===== src/rtl/alu_serial_sequencer.sv =====
// Bit-serial ALU sequencer: decodes ALUOp/funct into {ainvert,binvert,op}, then runs the
// operation LSB-first through a 1-bit slice, one bit per clock, with a start/busy/done handshake.
module alu_serial_sequencer #(
   parameter int WIDTH = 64
) (
   input  logic             clk,
   input  logic             rst_n,
   input  logic             start,
   input  logic [1:0]       ALUOp,
   input  logic [3:0]       funct,
   input  logic [WIDTH-1:0] a,
   input  logic [WIDTH-1:0] b,
   output logic [3:0]       alu_ctrl,
   output logic             busy,
   output logic             done,
   output logic [WIDTH-1:0] result,
   output logic             zero,
   output logic             carryout,
   output logic             error
);

   localparam int CW = (WIDTH > 1) ? $clog2(WIDTH) : 1;

   typedef enum logic [1:0] {
      S_IDLE,
      S_RUN,
      S_DONE
   } state_e;

   state_e           state_q, state_d;
   logic [WIDTH-1:0] a_q, a_d;
   logic [WIDTH-1:0] b_q, b_d;
   logic [3:0]       ctrl_q, ctrl_d;
   logic [CW-1:0]    cnt_q, cnt_d;
   logic             carry_q, carry_d;
   logic [WIDTH-1:0] result_q, result_d;
   logic             zero_q, zero_d;
   logic             cout_q, cout_d;
   logic             error_q, error_d;

   logic [3:0]       dec_ctrl;
   logic             dec_illegal;
   logic             ai, bi, slice_r, slice_carry;
   logic             last_bit;

   // Control word is {ainvert, binvert, op[1:0]}; unknown encodings flag an error.
   always_comb begin
      // NOTE: every combinational output gets a default before the case so no latch is inferred.
      dec_ctrl    = 4'b0000;
      dec_illegal = 1'b0;
      case (ALUOp)
         2'b00: dec_ctrl = 4'b0010;
         2'b01: dec_ctrl = 4'b0110;
         2'b10: begin
            case (funct)
               4'b0000: dec_ctrl = 4'b0010;
               4'b1000: dec_ctrl = 4'b0110;
               4'b0111: dec_ctrl = 4'b0000;
               4'b0110: dec_ctrl = 4'b0001;
               default: dec_illegal = 1'b1;
            endcase
         end
         default: dec_illegal = 1'b1;
      endcase
   end

   // One-bit ALU slice operating on bit cnt_q of the latched operands.
   always_comb begin
      ai          = a_q[cnt_q] ^ ctrl_q[3];
      bi          = b_q[cnt_q] ^ ctrl_q[2];
      slice_carry = (ai & bi) | (ai & carry_q) | (bi & carry_q);
      case (ctrl_q[1:0])
         2'b00:   slice_r = ai & bi;
         2'b01:   slice_r = ai | bi;
         2'b10:   slice_r = ai ^ bi ^ carry_q;
         default: slice_r = 1'b0;
      endcase
   end

   assign last_bit = (cnt_q == CW'(WIDTH - 1));

   always_comb begin
      state_d  = state_q;
      a_d      = a_q;
      b_d      = b_q;
      ctrl_d   = ctrl_q;
      cnt_d    = cnt_q;
      carry_d  = carry_q;
      result_d = result_q;
      zero_d   = zero_q;
      cout_d   = cout_q;
      error_d  = error_q;
      case (state_q)
         S_IDLE: begin
            if (start) begin
               a_d      = a;
               b_d      = b;
               ctrl_d   = dec_ctrl;
               carry_d  = dec_ctrl[2];
               cnt_d    = '0;
               result_d = '0;
               if (dec_illegal) begin
                  state_d = S_DONE;
                  zero_d  = 1'b1;
                  cout_d  = 1'b0;
                  error_d = 1'b1;
               end else begin
                  state_d = S_RUN;
               end
            end
         end
         S_RUN: begin
            result_d[cnt_q] = slice_r;
            if (ctrl_q[1:0] == 2'b10) begin
               carry_d = slice_carry;
            end
            if (last_bit) begin
               // Flags are taken from the completed result, including the bit written this cycle.
               state_d = S_DONE;
               zero_d  = ~|result_d;
               cout_d  = (ctrl_q[1:0] == 2'b10) ? carry_d : 1'b0;
               error_d = 1'b0;
            end else begin
               cnt_d = cnt_q + 1'b1;
            end
         end
         S_DONE:  state_d = S_IDLE;
         default: state_d = S_IDLE;
      endcase
   end

   always_ff @(posedge clk or negedge rst_n) begin
      if (!rst_n) begin
         state_q  <= S_IDLE;
         a_q      <= '0;
         b_q      <= '0;
         ctrl_q   <= '0;
         cnt_q    <= '0;
         carry_q  <= 1'b0;
         result_q <= '0;
         zero_q   <= 1'b0;
         cout_q   <= 1'b0;
         error_q  <= 1'b0;
      end else begin
         state_q  <= state_d;
         a_q      <= a_d;
         b_q      <= b_d;
         ctrl_q   <= ctrl_d;
         cnt_q    <= cnt_d;
         carry_q  <= carry_d;
         result_q <= result_d;
         zero_q   <= zero_d;
         cout_q   <= cout_d;
         error_q  <= error_d;
      end
   end

   assign alu_ctrl = ctrl_q;
   assign busy     = (state_q == S_RUN);
   assign done     = (state_q == S_DONE);
   assign result   = result_q;
   assign zero     = zero_q;
   assign carryout = cout_q;
   assign error    = error_q;

endmodule


===== config.mk =====
export PLATFORM = sky130hd
export DESIGN_NAME = alu_serial_sequencer
export DESIGN_NICKNAME = d
export VERILOG_FILES = /design/src/rtl/alu_serial_sequencer.sv
export SDC_FILE = /design/constraint.sdc
export NUM_CORES = 1
export LEC_CHECK = 0
export ABC_AREA = 1
export CORE_MARGIN = 2
export CORE_UTILIZATION = 25
export DETAILED_ROUTE_END_ITERATION = 10
export PLACE_DENSITY = 0.49
export SLEW_MARGIN = 40
export SYNTH_ARGS = -nofsm -noshare
export SYNTH_HDL_FRONTEND = slang
export SYNTH_SLANG_ARGS = --single-unit

===== constraint.sdc =====
create_clock -name clk -period 7.7 [get_ports clk]
set_input_delay 1.925 -clock clk [delete_from_list [all_inputs] [get_ports clk]]
set_output_delay 1.925 -clock clk [all_outputs]
set_load 0.03 [all_outputs]

# Yosys cells after proc, flatten, opt, wreduce, memory -nomap -nowiden
# Cells that the tools add are included.
# Widths: inputs -> output; s select.
[classes] add_sub_neg=1 n_mul=0 div_mod_pow=0 n_lt_le_gt_ge=2 eq_ne=14 shift=0 n_mux=35 n_bitwise=10 n_reduce_logical=15
[ops] op="$pmux 64 s2" count=1
[ops] op="$bwmux 64" count=1
[ops] op="$mux 64" count=1
[ops] op="$reduce_or 64->1" count=1
[ops] op="$pmux 3 s3" count=2
[ops] op="$mux 1" count=14
[ops] op="$bmux 1 s6" count=2
[ops] op="$mux 6" count=2
[ops] op="$pmux 6 s2" count=1
[ops] op="$pmux 1 s2" count=5
[ops] op="$eq 4x3->1 const B" count=2
[ops] op="$lt 6x7->1 const B" count=1
[ops] op="$add 6x1->6 const B" count=1
[ops] op="$demux 1 s6" count=1
[ops] op="$eq 2x1->1 const B" count=3
[ops] op="$eq 2x2->1 const B" count=3
[ops] op="$eq 6x6->1 const B" count=1
[ops] op="$ge 6x1->1 const B" count=1
[ops] op="$logic_not 2->1" count=3
[ops] op="$mux 2" count=3
[ops] op="$ne 2x2->1 const B" count=3
[ops] op="$reduce_and 2->1" count=3
[ops] op="$eq 4x4->1 const B" count=1
[ops] op="$logic_not 4->1" count=1
[ops] op="other kinds (13)" count=20
[totals] ff_bits=208 latchBits=0 mem_bits_rw=0 rom_bits=0 in_bits=137 wordCells=87 memories=0

# Longest topological paths before layout
# Gate-level depths: netlist (run 1).
[depth] ltp_word=11 mapped_depth=29 mapped_depth_nobuf=27

# Worst setup path after synthesis (run 1)
# No wires, ideal clock.
[synth_path] kind="flip-flop to flip-flop" from="reg cnt_q[2]" to="reg zero_q (netlist: zero)" arrival_time_ps=3103 required_time_ps=7578 setup_slack_ps=4475 path_stages_with_launch=27 path_buffers=3 period_less_slack_ps=3225 path_cell_list="dfrtp_1 buf_2 inv_2 nand3_2 inv_2 clkbuf_1 nand2_1 nand4_1 o21ai_0 nand2_1 nor2_1 nand2_1 nand2_1 nand2_1 fa_1 nand2_1 nand2_1 clkbuf_1 nand2_1 o21ai_0 nor2_1 nand2_1 nor2_1 nand2_1 nor2_1 nand2_1 a21oi_2"
[synth_between] elab_chain_cells=11
[synth_lines] element="from (decl)" line_no="34" source="logic [CW-1:0] cnt_q, cnt_d;"
[synth_lines] element="from (signal assigned)" line_no="149" source="cnt_q <= cnt_d;"
[synth_lines] element="$bmux 1 s6, on equally long branches" line_no="69, 70"
[synth_lines] element="$mux 1, on equally long branches" line_no="69, 70"
[synth_lines] element="$xor 1x1->1, on equally long branches" line_no="69, 70"
[synth_lines] element="$xor 1x1->1 (2 in series)" line_no="75" source="2'b10: slice_r = ai ^ bi ^ carry_q;"
[synth_lines] element="$pmux 1 s3" line_no="72" source="case (ctrl_q[1:0])"
[synth_lines] element="$bwmux 64" line_no="113" source="result_d[cnt_q] = slice_r;"
[synth_lines] element="$reduce_or 64->1" line_no="120" source="zero_d = ~|result_d;"
[synth_lines] element="$logic_not 1->1" line_no="120"
[synth_lines] element="$mux 1" line_no="117" source="if (last_bit) begin"
[synth_lines] element="$pmux 1 s2" line_no="93" source="case (state_q)"
[synth_lines] element="to (signal assigned)" line_no="152" source="zero_q <= zero_d;"
[synth_lines] element="to (decl)" line_no="37" source="logic zero_q, zero_d;"
# Several ways; a longest one is shown, not always the timed one. The select of a mux whose other input is x is not followed.
# A chain may end at the register's enable or synchronous reset.

# Worst setup path after layout (run 1)
# Ends and elaborated chain as after synthesis.

==> results of run 1 <==
[stage by stage]
step                      worst slack, ns  util (%)  std cells  hold WS [ns]
final                                2.81      33.8       2182         0.478
after CTS                            2.64      33.8       2180         0.482
after global placement               2.48      31.6       2132         0.463
after global routing                 2.24      33.8       2182         0.496
after floorplan                      4.47         -       1464         0.449
after detailed placement             2.54      31.7       2133         0.466
[report_power, final]
part           leakage, nW  internal, mW  switching, mW
combinational         3.75         0.798           1.78
clock                0.417         0.717          0.498
sequential            2.66          1.54          0.301
total                 6.83          3.05           2.58
[registers in the layout, indices dropped and copies added (netlist names), 2 cells and up]
name and cells:
a_q 64, b_q 64, result 64, cnt_q 6, alu_ctrl 3, state_q 2
[critical path, delay by kind of cell, from the launching register on]
family | cells | cell delay, ns
AOI/OAI and AO/OA | 3 | 0.58
DFF | 1 | 0.49
and+or+nand+nor | 17 | 2.58
buffers and inverters | 2 | 0.67
adders and majority gates | 1 | 0.44
[logic make-up (layout without fill, tap and decap cells)]
family | Yosys count | count (layout) | share of synthesized area, %
and+or+nand+nor | 939 | 939 | 35.4
other | 1 | 2 | 0.0359
DFF | 207 | 207 | 49.6
buffers and inverters | 155 | 340 | 5.96
adders and majority gates | 4 | 4 | 0.551
AOI/OAI and AO/OA | 158 | 158 | 8.47
[path summary, 6_finish.rpt]
kind	from	endpoint	slack [ns]	cells past startpoint
worst min register to register	a_q[32]	a_q[32]	0.48	2
max in group asynchronous	rst_n	b_q[16]	5.13	3
worst max-delay path	cnt_q[2]	zero	2.81	23
worst min-delay path	a_q[32]	a_q[32]	0.48	2
min in group asynchronous	rst_n	result[2]	1.27	1
worst max register to register	cnt_q[2]	zero	2.81	23
[layout make-up]
cell class	instances	area [um2]	area share [%]
Antenna cell	1	2.50	0.0180
Clock buffer	38	756	5.45
Tap cell	532	666	4.80
Inverter	75	287	2.06
Clock inverter	9	104	0.748
Timing Repair Buffer	218	2200	15.8
Multi-Input combinational cell	1102	4680	33.8
Sequential cell	207	5180	37.3
[cells in the final DEF (no fill, tap or decap), drive strengths merged]
cell type	n
a21oi	14
a221oi	1
a22o	3
a22oi	17
buf	11
bufinv	1
clkbuf	38
clkdlybuf4s50	207
clkinv	5
clkinvlp	2
conb	1
dfrtp	207
diode	1
fa	1
ha	3
inv	76
nand2	724
nand3	71
nand4	13
nor2	128
nor3	2
o2111ai	3
o211ai	1
o21ai	113
o221ai	1
o22ai	3
o31ai	2
or2	1
[routing by layer]
layer | vias to the layer above | track usage (%)
met5 | - | 0
met4 | 0 | 4.39
met3 | 54 | 2.54
met2 | 301 | 27.0
met1 | 4685 | 23.7
li1 | 4933 | -
==> out/results.txt, run 1 <==
The logs give 5 for the number of search-and-repair iterations in the first detailed-routing pass and 0 for the number of resized instances in the post-cts repair step. The number of nets handed over by synthesis was 1605. Clock-pin slew was measured on the worst setup and hold paths at 0.06 ns.

The count of synthesis-stage warnings from yosys was 0. The final critical path takes up 63.5% of the cycle. For this block, the initial DRC count from the detailed router was 618.

The final critical path time including I/O delays and setup is 4.89 ns, and the area enclosed by the die boundary is 43500 um2. Of all flip-flops after synthesis, the portion carrying an async set or reset was 100%. Along the worst path, the maximum fanout reaches 64. The logs give 5.36 ns for the data arrival time of the worst path and 1464 for the gate count after technology mapping. Counting every sink on the clock net gives 207. During placement, the flow inserted port buffers numbering 208. The area share of the leading cell type in the synthesized netlist is 49.6%, and the effective utilization at floorplan is 25.5%. Leakage component of the power: 6.83 nW. The slowest cell on the critical path was inv_1.

The logs give 0.805 for the final weighted congestion in routability-driven placement and 57600 um for the wire length of the first global-routing pass. The run gives 43.6% as the worst relative slew slack. Counting instances in the post-synthesis netlist gives the leading cell types as 723 x nand2_1, 207 x dfrtp_1, 126 x nor2_1. Walking the worst path, the cells encountered are inv_2 > nand3_1 > inv_1 > a22oi_1 > nand3_1 > o21ai_0 > nand2_1 > nor2_1 > nand2_1 > nand2_1 > nand2_1 > fa_1 > nand2_1 > nand2_4 > nand2_1 > nand2_1 > nor2_1 > nand2_1 > nor2_1 > nand2_1 > nor2_1 > nand2_1 > a21oi_2. Compared with the post-synthesis result, the final layout area differs by 32.7%. The number of global-route vias before repair came out at 9912. Measured along the y axis, the die boundary spans 208 um.

STA classifies the critical path endpoint as a flop. The tools report the post-detailed-routing wire length as 36700 um. In the detailed route, the total length drawn on met2 is 16300 um. The initial antenna violation count came out at 1.

The via-per-instance ratio is 4.57. STA classifies the critical path startpoint as a flop. Of the cells placed in the final design, the portion with a size suffix greater than 1 is 5.03%.

For this run, the total global-route usage over all layers was measured as 16.8%. In this design, the stage delay of the slowest critical-path cell is 0.55 ns. The tools report the final-report hold violation count as 0.

Setup total negative slack on the finished layout was measured at 0 ns. For this block, wires on met1 add up to 17500 um. Buffers inserted to repair hold after CTS numbered 0. Count of flip-flops with a built-in enable after synthesis: 0. The flow ran to the end, and the final reports show no timing, DRC or antenna violations. After synthesis, the cell types taking the most area are dfrtp_1 50%, nand2_1 26%, o21ai_0 4.7%.

For the worst-case clock skew, the log shows 0.0193 ns. The critical path is of the flop to flop type. For this run, design rule violations remaining after detail routing come to 0.

Post-CTS repair timing setup buffer count: 0. The count of maximum capacitance violations is 0, and the final layout net count is 1771. TritonCTS built the clock tree. The post-detailed-placement cell area was 13000 um2; the half-perimeter wire length after placement was 24900 um. The width of the die was 208 um; the number of antenna-violating nets in the routed design was 0. Sequential elements use 49.6% of the synthesized area.

The tools report the placeable core region as 41000 um2. Synthesis inferred 207 register bits. nand2_1 is the most common cell in the netlist. In the synthesized netlist the dominant register cell turns out to be dfrtp_1. The maximum number of pins on one net before global-route repair is 102, and the sum of overflow across all layers after global routing is 0. The clock reaches the later pin of the worst-skew pair after 0.55 ns. Derived from the worst setup path, the maximum achievable clock frequency is 0.204 GHz.

The mean instance size in the synthesized netlist was 7.14 um2; the cell area after layout was 13900 um2. Power comes to 5.63 mW. The tools report the number of fillers in the final layout as 4396. The cell accounting for the most synthesized area was dfrtp_1.

The maximum vdd drop is 0.253 mV. The buffer depth of the longest clock path came out at 3. Clock root buffer master: clkbuf_16. Highest metal layer with signal wires: met4.

Counting the buffers created by CTS gives 26. The run gives 9973 as the count of vias placed by the detailed router. The synthesized netlist occupies a cell area of 10500 um2. The slew at the pin closest to its max-slew limit was 0.846 ns. For the worst setup path, the data required time is 8.17 ns.

For the count of endpoints failing setup in the final report, the log shows 0. Dividing the detail-routed wire length by the instance count gives 16.8 um. The routed design uses 1920 um of met3 wire. Setup repair after global routing left no endpoint under its margin. The worst hold path class was flop to flop. Number of max-slew violations in the final report: 0. Cell repeated most along the worst path: nand2_1. For the H-tree depth, the log shows 1. In this run the power density over the cells is 406 nW/um2.

The count of standard-cell rows is 74, and the I/O pin total is 210. The number of distinct standard cells referenced by the synthesized netlist was 35.
Power figures use the tool's default switching activity.
==> run 2, diff against run 1 <==
==> constraint.sdc (replaced) <==
create_clock -name clk -period 4.9 [get_ports clk]
set_input_delay 1.225 -clock clk [delete_from_list [all_inputs] [get_ports clk]]
set_output_delay 1.225 -clock clk [all_outputs]
set_load 0.03 [all_outputs]
==> run 2 against run 1 <==
- worst hold slack better by 0.00051 ns
- non-clock buffer count is 10 higher
- critical endpoint unchanged
- die area stayed put
==> out/results.txt, run 2 (synthesis results as in run 1) <==
The flow ran to the end, and the final reports show no timing, DRC or antenna violations. The switching share of total power was 45.9%; the number of I/O port buffers was 208. The leakage component of the power is 6.87 nW, and the final critical-path setup slack is 0.360 ns.

Data on the critical path arrives at its endpoint at 5.00 ns. The run gives 57300 um as the wire length of the first global-routing pass. The maximum vdd drop came out at 0.559 mV. Summed over all nets, the switching power comes to 4.09 mW.

Summing all flip-flop and latch instances after layout gives 5180 um2. Slowest cell on the critical path: dfrtp_1. The worst setup path is launched from a flop.

The number of antenna-violating nets in the routed design is 0. The run gives 1 as the H-tree depth. The multi-input gate area in the final layout came out at 4680 um2. Setup total negative slack on the finished layout was measured at 0 ns.

The slew at the pin closest to its max-slew limit works out to 0.795 ns. In this run, the number of DRC markers left after iteration 0 of detailed routing was 699. The number of fillers in the final layout is 4351. Destination of the worst hold path: a_q[35]. The global routing stage identified its most utilized layer as met2. After clock tree synthesis, the clock-pin slew on the worst setup and hold paths is 0.06 ns. Worst relative slew slack: 46.9%.

For this configuration, the core starts out at a cell density of 25.5%. The tool flagged a number of max-cap violations equal to 0. The tools report the met3 track utilization from global routing as 2.52%. The count of vias placed by the detailed router is 9956, and the area added between synthesis and finish is 33.4%.

The most numerous cell type found on the critical path is nand2_1. Pin placement for this block handled 210 I/O pins. The worst setup slack for register-to-register paths came out at 0.36 ns. The cell-internal power came out at 4.82 mW.

Static timing analysis puts the maximum clock frequency at 0.220 GHz. The number of max-slew violations in the final report is 0. The die height is 208 um, and the post-detailed-placement cell area is 13100 um2. Global-route usage over all layers: 16.8%. In the layout the commonest cells are 722 x nand2_1, 207 x dfrtp_1, 207 x clkdlybuf4s50_1, 124 x nor2_1, 98 x o21ai_0.

Of the total power, registers draw 32.7%. In this run the critical register-to-register path is launched from cnt_q[0]. The worst setup path is of the flop to flop kind. Setup repair after global routing left no endpoint under its margin.

The cell count of the worst reg-to-reg path came out at 26. The maximum fanout encountered on the critical timing path was 64; the antenna cell count was 0. In this run the post-CTS setup repair buffer count came out at 0. The via-per-instance ratio is 4.55, and the met2 track demand over resource in global routing is 27.1%.

In the final routed layout, each cell accounts on average for 16.8 um. The cell sitting at the root of the clock tree is a clkbuf_16. The tools report the final-report hold violation count as 0.

The share of layout cells above drive strength 1 came out at 5.43%. After legalization and detailed placement, the total HPWL measured 25400 um. Clock latency on the worst-skew pair: 0.56 ns. The run gives 9936 as the number of global-route vias before repair. The period utilization works out to 92.6%.

The placeable core region was 41000 um2. The combinational share of power is 46.3%. The endpoint identified for the worst register-to-register timing path is zero. The post-place setup slack is 0.313 ns, and the buffer depth of the longest clock path is 3.

The worst hold path was traced through 2 stages. The area enclosed by the die boundary was 43500 um2; the sum of overflow across all layers after global routing was 0. In the global route stage, met1 resource usage came out at 23.9%. The count of endpoints failing setup in the final report is 0, and the count of standard-cell rows is 74.

The logs give 4 for the number of search-and-repair iterations in the first detailed-routing pass and 1781 for the final layout net count. The maximum number of pins on one net before global-route repair is 93, and the DRC violations left is 0. The width of the die is 208 um. The TritonCTS sink count came out at 207. TritonCTS built the clock tree.

The final weighted congestion in routability-driven placement is 0.787. The startpoint identified for the worst hold timing path is a_q[35]. The worst setup path is captured at a flop.

The final layout contains routed wiring with a total length of 36800 um. The finished cells cover 13900 um2. Clock tree synthesis inserted a total of 26 buffers. The worst path needs 4.54 ns of the cycle, external delays included.

The data required time at the worst endpoint came out at 5.36 ns. The worst hold path class was flop to flop. The worst-case clock skew was 0.0307 ns; the largest stage delay on the critical path was 0.61 ns.

The power density relative to cell area is 639 nW/um2. The initial antenna violation count is 0, and the proportion of power drawn by the clock network is 21.0%. The most common cell after layout, fill and taps aside was nand2_1.
run 2: area by class of cell:
class	instances	area share [%]
clock buffers	41	5.64
clock inverters	5	0.377
inverters	75	2.06
multi-input cells	1102	33.6
flip-flops and latches	207	37.2
well taps	532	4.77
repair buffers	228	16.4
run 2: critical path: cells and delay by family (launching register included):
family	cells	cell delay (ns)
AND/OR/NAND/NOR	19	2.29
AO/OA/AOI/OAI	3	0.39
adder cells (fa/ha/maj)	1	0.44
flip-flops	1	0.61
buffers and inverters	3	0.67
run 2: how the worst max path moves through the flow:
| stage | end | startpoint | cells past startpoint |
|---|---|---|---|
| floorplan | zero | cnt_q[2] | 26 |
| global placement | zero | cnt_q[0] | 26 |
| detailed placement | zero | cnt_q[0] | 26 |
| CTS | zero | cnt_q[0] | 26 |
| global route | zero | cnt_q[0] | 26 |
| finish | zero | cnt_q[0] | 26 |
run 2: timing repair:
item                                    4_1_cts  5_1_grt
gates resized for setup                       0        1
endpoints found under the setup margin        0        1
hold buffers                                  0        0
run 2: power groups by stage:
stage                     sequential [mW]  combinational, mW  clock, mW
after CTS                            2.91               4.16       1.91
after floorplan                      3.11               2.34          0
final                                2.91               4.13       1.87
after global routing                 3.00               4.59       1.99
after global placement               2.93               4.10          0
after detailed placement             2.93               4.14          0
run 2: stage by stage:
stage               cells  hold WS [ns]  util, %  power (mW)
global placement     2143         0.463     31.8        7.02
CTS                  2190         0.482     34.0        8.98
global route         2190         0.501     34.0        9.58
finish               2190         0.479     34.0        8.91
floorplan            1464         0.449        -        5.45
detailed placement   2144         0.466     31.9        7.07
run 2: per-layer routing:
layer	wire, um	vias up
li1	-	4951
met1	17200	4659
met2	16600	302
met3	2210	44
met4	720	0
met5	0	-
==> run 3, diff against run 2 <==
--- a/config.mk
+++ b/config.mk
@@ -8,8 +8,10 @@
 export ABC_AREA = 1
 export CORE_MARGIN = 2
 export CORE_UTILIZATION = 25
+export CTS_CLUSTER_DIAMETER = 60
 export DETAILED_ROUTE_END_ITERATION = 10
 export PLACE_DENSITY = 0.49
+export RECOVER_POWER = 50
 export SLEW_MARGIN = 40
 export SYNTH_ARGS = -nofsm -noshare
 export SYNTH_HDL_FRONTEND = slang
==> run 3 against run 2 <==
- the flow now finishes with violations (capacitance limit, slew limit)
- count of clock-buffer cells in the layout down 5
- non-clock buffer count unchanged
- wire length increased by 0.64%
- final cell count is 0.14% higher
- core utilization shrank 0.061 points
- clock skew down 0.0058 ns
- largest power group unchanged
==> out/results.txt, run 3 (synthesis results as in run 1) <==
Once detail routing completed, the nets flagged for antenna violations numbered 0. For this run, design rule violations remaining after detail routing come to 0. Launching element type of the critical path: a flop. The analysis attributes to net switching a power of 4.13 mW. The period utilization was 92.5%.

For this block, the routed nets add up to 37100 um of wire. CTS placed an instance of clkbuf_16 at the clock tree root. In this run the standard cell core region covers 41000 um2. For the starting DRC count in detailed routing, the log shows 779. The logs give 210 for the I/O pin total and 27 for the TritonCTS buffer count. The setup check on the worst reg-to-reg path leaves a slack of 0.37 ns. After clock tree synthesis, the setup repair step added 0 buffers. Dividing the detail-routed wire length by the instance count gives 16.9 um. The tools report the final-report hold violation count as 0. The tool flagged a number of max-cap violations equal to 2.

In the final layout, the multi-input gates occupy 4670 um2. The cell repeated most along the worst path was nand2_1. The post-route netlist has 5.66% of its cells at a drive strength greater than 1.

The routed design could run at a clock period as short as 4.53 ns. Once layout is complete, the utilization of the core stands at 33.9%. The logs give 0 for the antenna cell count and 141 for the number of max-slew violations in the final report. The logs give 1 for the H-tree depth and 0 ns for the final sum of negative setup slack. In the layout the commonest cells are 722 x nand2_1, 207 x dfrtp_1, 207 x clkdlybuf4s50_1, 124 x nor2_1, 98 x o21ai_0.

The worst-case clock skew came out at 0.0249 ns. At the pin with the least slew margin, the transition time is 2.75 ns. Slowest cell on the critical path: dfrtp_1. Worst setup path endpoint: zero. The start point of the critical path was cnt_q[0].

In the final design database the tool counted 1782 nets. From left edge to right edge, the die measures 208 um. For the sequential cell area in the final layout, the log shows 5180 um2.

Counting cells, the worst reg-to-reg path comes to 26. In this run the tool buffered the top-level ports with 208 buffer cells. The count of standard-cell rows was 74; the effective utilization at floorplan was 25.5%. Counting along the longest clock path gives a buffer depth of 3. For the area enclosed by the die boundary, the log shows 43500 um2.

The final reports fail on capacitance limit, slew limit. The layout has 4349 filler cells. The clock network burns 21.7% of the power. The via-per-instance ratio was 4.56; the number of search-and-repair iterations in the first detailed-routing pass was 5. For this run the aggregate overflow at the end of global routing stands at 0.

Type of destination of the critical path: a flop. In this run switching power makes up 45.9% of total power. Setup violations remaining at the end of the flow were counted as 0. The largest single stage delay on the critical path is 0.61 ns. The worst relative slew slack came out at -83.2%. Proportion of power drawn by flip-flops and latches: 32.4%. Setup repair after global routing left no endpoint under its margin.

The tightest min-delay check is of the flop to flop type. Entering global routing, the biggest net connects 93 pins. The run gives 6.87 nW as the leakage component of the power.

TritonCTS built the clock tree. For the worst setup path, the data arrival time is 5.00 ns. The congestion estimate from routability-driven global placement came to 0.787. Cell internal power was estimated by the tool at 4.86 mW. The combinational share of power is 46.0%. The most common cell after layout, fill and taps aside was nand2_1. The tools report the count of vias placed by the detailed router as 9996. The worst register-to-register path begins at cnt_q[0].

The initial antenna violation count came out at 0. Power density relative to cell area: 646 nW/um2. The wire length of the first global-routing pass was 57500 um.

TritonCTS sink count: 207. The data required time at the worst endpoint was 5.37 ns; the clock input transition at the sequential cells of the worst setup and hold paths was 0.06 ns. For the half-perimeter wire length after placement, the log shows 25400 um.

Relative to the synthesized area, the layout overhead comes to 33.1%. For the number of global-route vias before repair, the log shows 9989. IR analysis of the VDD net gives a maximum drop of 0.551 mV. For the clock latency on the worst-skew pair, the log shows 0.55 ns. The die height is 208 um. The maximum fanout encountered on the critical timing path was 64.

For this run, the top clock speed supported by timing is 0.221 GHz. The kind of critical path is flop to flop. In this run the critical register-to-register path is captured at zero. Global routing used 16.9% of the available tracks.

The run finished, with violations left.
-- run 3: cell count changes in the layout (fill, tap and decap cells not counted), moves of 2 or more --
cell | before | now
clkbuf_8 | 8 | 5
clkinv_4 | 0 | 2
clkinv_2 | 3 | 7
clkbuf_2 | 0 | 2
clkbuf_1 | 7 | 5
-- run 3: power by group through the flow --
| stage | registers, mW | clock network [mW] | logic (mW) |
|---|---|---|---|
| 2_1_floorplan | 3.11 | 0 | 2.34 |
| 3_3_place_gp | 2.93 | 0 | 4.10 |
| 3_5_place_dp | 2.93 | 0 | 4.14 |
| 4_1_cts | 2.91 | 2.00 | 4.16 |
| 5_1_grt | 3.00 | 2.07 | 4.58 |
| 6_report | 2.91 | 1.95 | 4.13 |
-- run 3: worst max-delay path, delay by kind of cell, from the launching register on --
kind | cells | cell delay [ns]
fa+ha+maj | 1 | 0.44
flops | 1 | 0.61
simple gates | 19 | 2.31
compound gates | 3 | 0.38
buf+inv | 3 | 0.67
-- run 3: through the flow --
| stage | power (mW) | area [um2] | hold slack [ns] | cells | setup WS, ns |
|---|---|---|---|---|---|
| final | 8.99 | 13900 | 0.477 | 2193 | 0.370 |
| after global routing | 9.65 | 13900 | 0.501 | 2193 | 0.0687 |
| after CTS | 9.06 | 14000 | 0.482 | 2193 | 0.274 |
| after detailed placement | 7.07 | 13100 | 0.466 | 2144 | 0.313 |
| after global placement | 7.02 | 13100 | 0.463 | 2143 | 0.410 |
| after floorplan | 5.45 | 10500 | 0.449 | 1464 | 1.67 |
-- run 3: what timing repair did --
action / 4_1_cts / 5_1_grt
endpoints found under the setup margin: 0 / 1
resized for setup: 0 / 1
hold buffers: 0 / 0
-- run 3: final cells by class --
class / instances / share of cell area, %
multi-input cells: 1102 / 33.5
repair buffers: 228 / 16.1
clock inverters: 13 / 0.845
well taps: 532 / 4.78
clock buffers: 36 / 5.46
inverters: 75 / 2.05
flip-flops and latches: 207 / 37.2
-- run 3: worst min-delay path by stage --
stage / from / end / slack, ns / cells past startpoint
6_report: a_q[54] / a_q[54] / 0.48 / 2
5_1_grt: a_q[30] / a_q[30] / 0.50 / 2
4_1_cts: a_q[35] / a_q[35] / 0.48 / 2
3_5_place_dp: b_q[0] / b_q[0] / 0.47 / 2
3_3_place_gp: a_q[25] / a_q[25] / 0.46 / 2
2_1_floorplan: a_q[19] / a_q[19] / 0.45 / 2
-- run 3: per-layer routing --
metal | GRT usage, % | wire length, um | up-vias | part of all wire [%]
met4 | 4.84 | 1080 | 0 | 2.9
li1 | - | - | 4951 | -
met5 | 0 | 0 | - | 0
met3 | 2.35 | 1980 | 53 | 5.3
met2 | 26.7 | 16500 | 301 | 45
met1 | 24.0 | 17500 | 4691 | 47
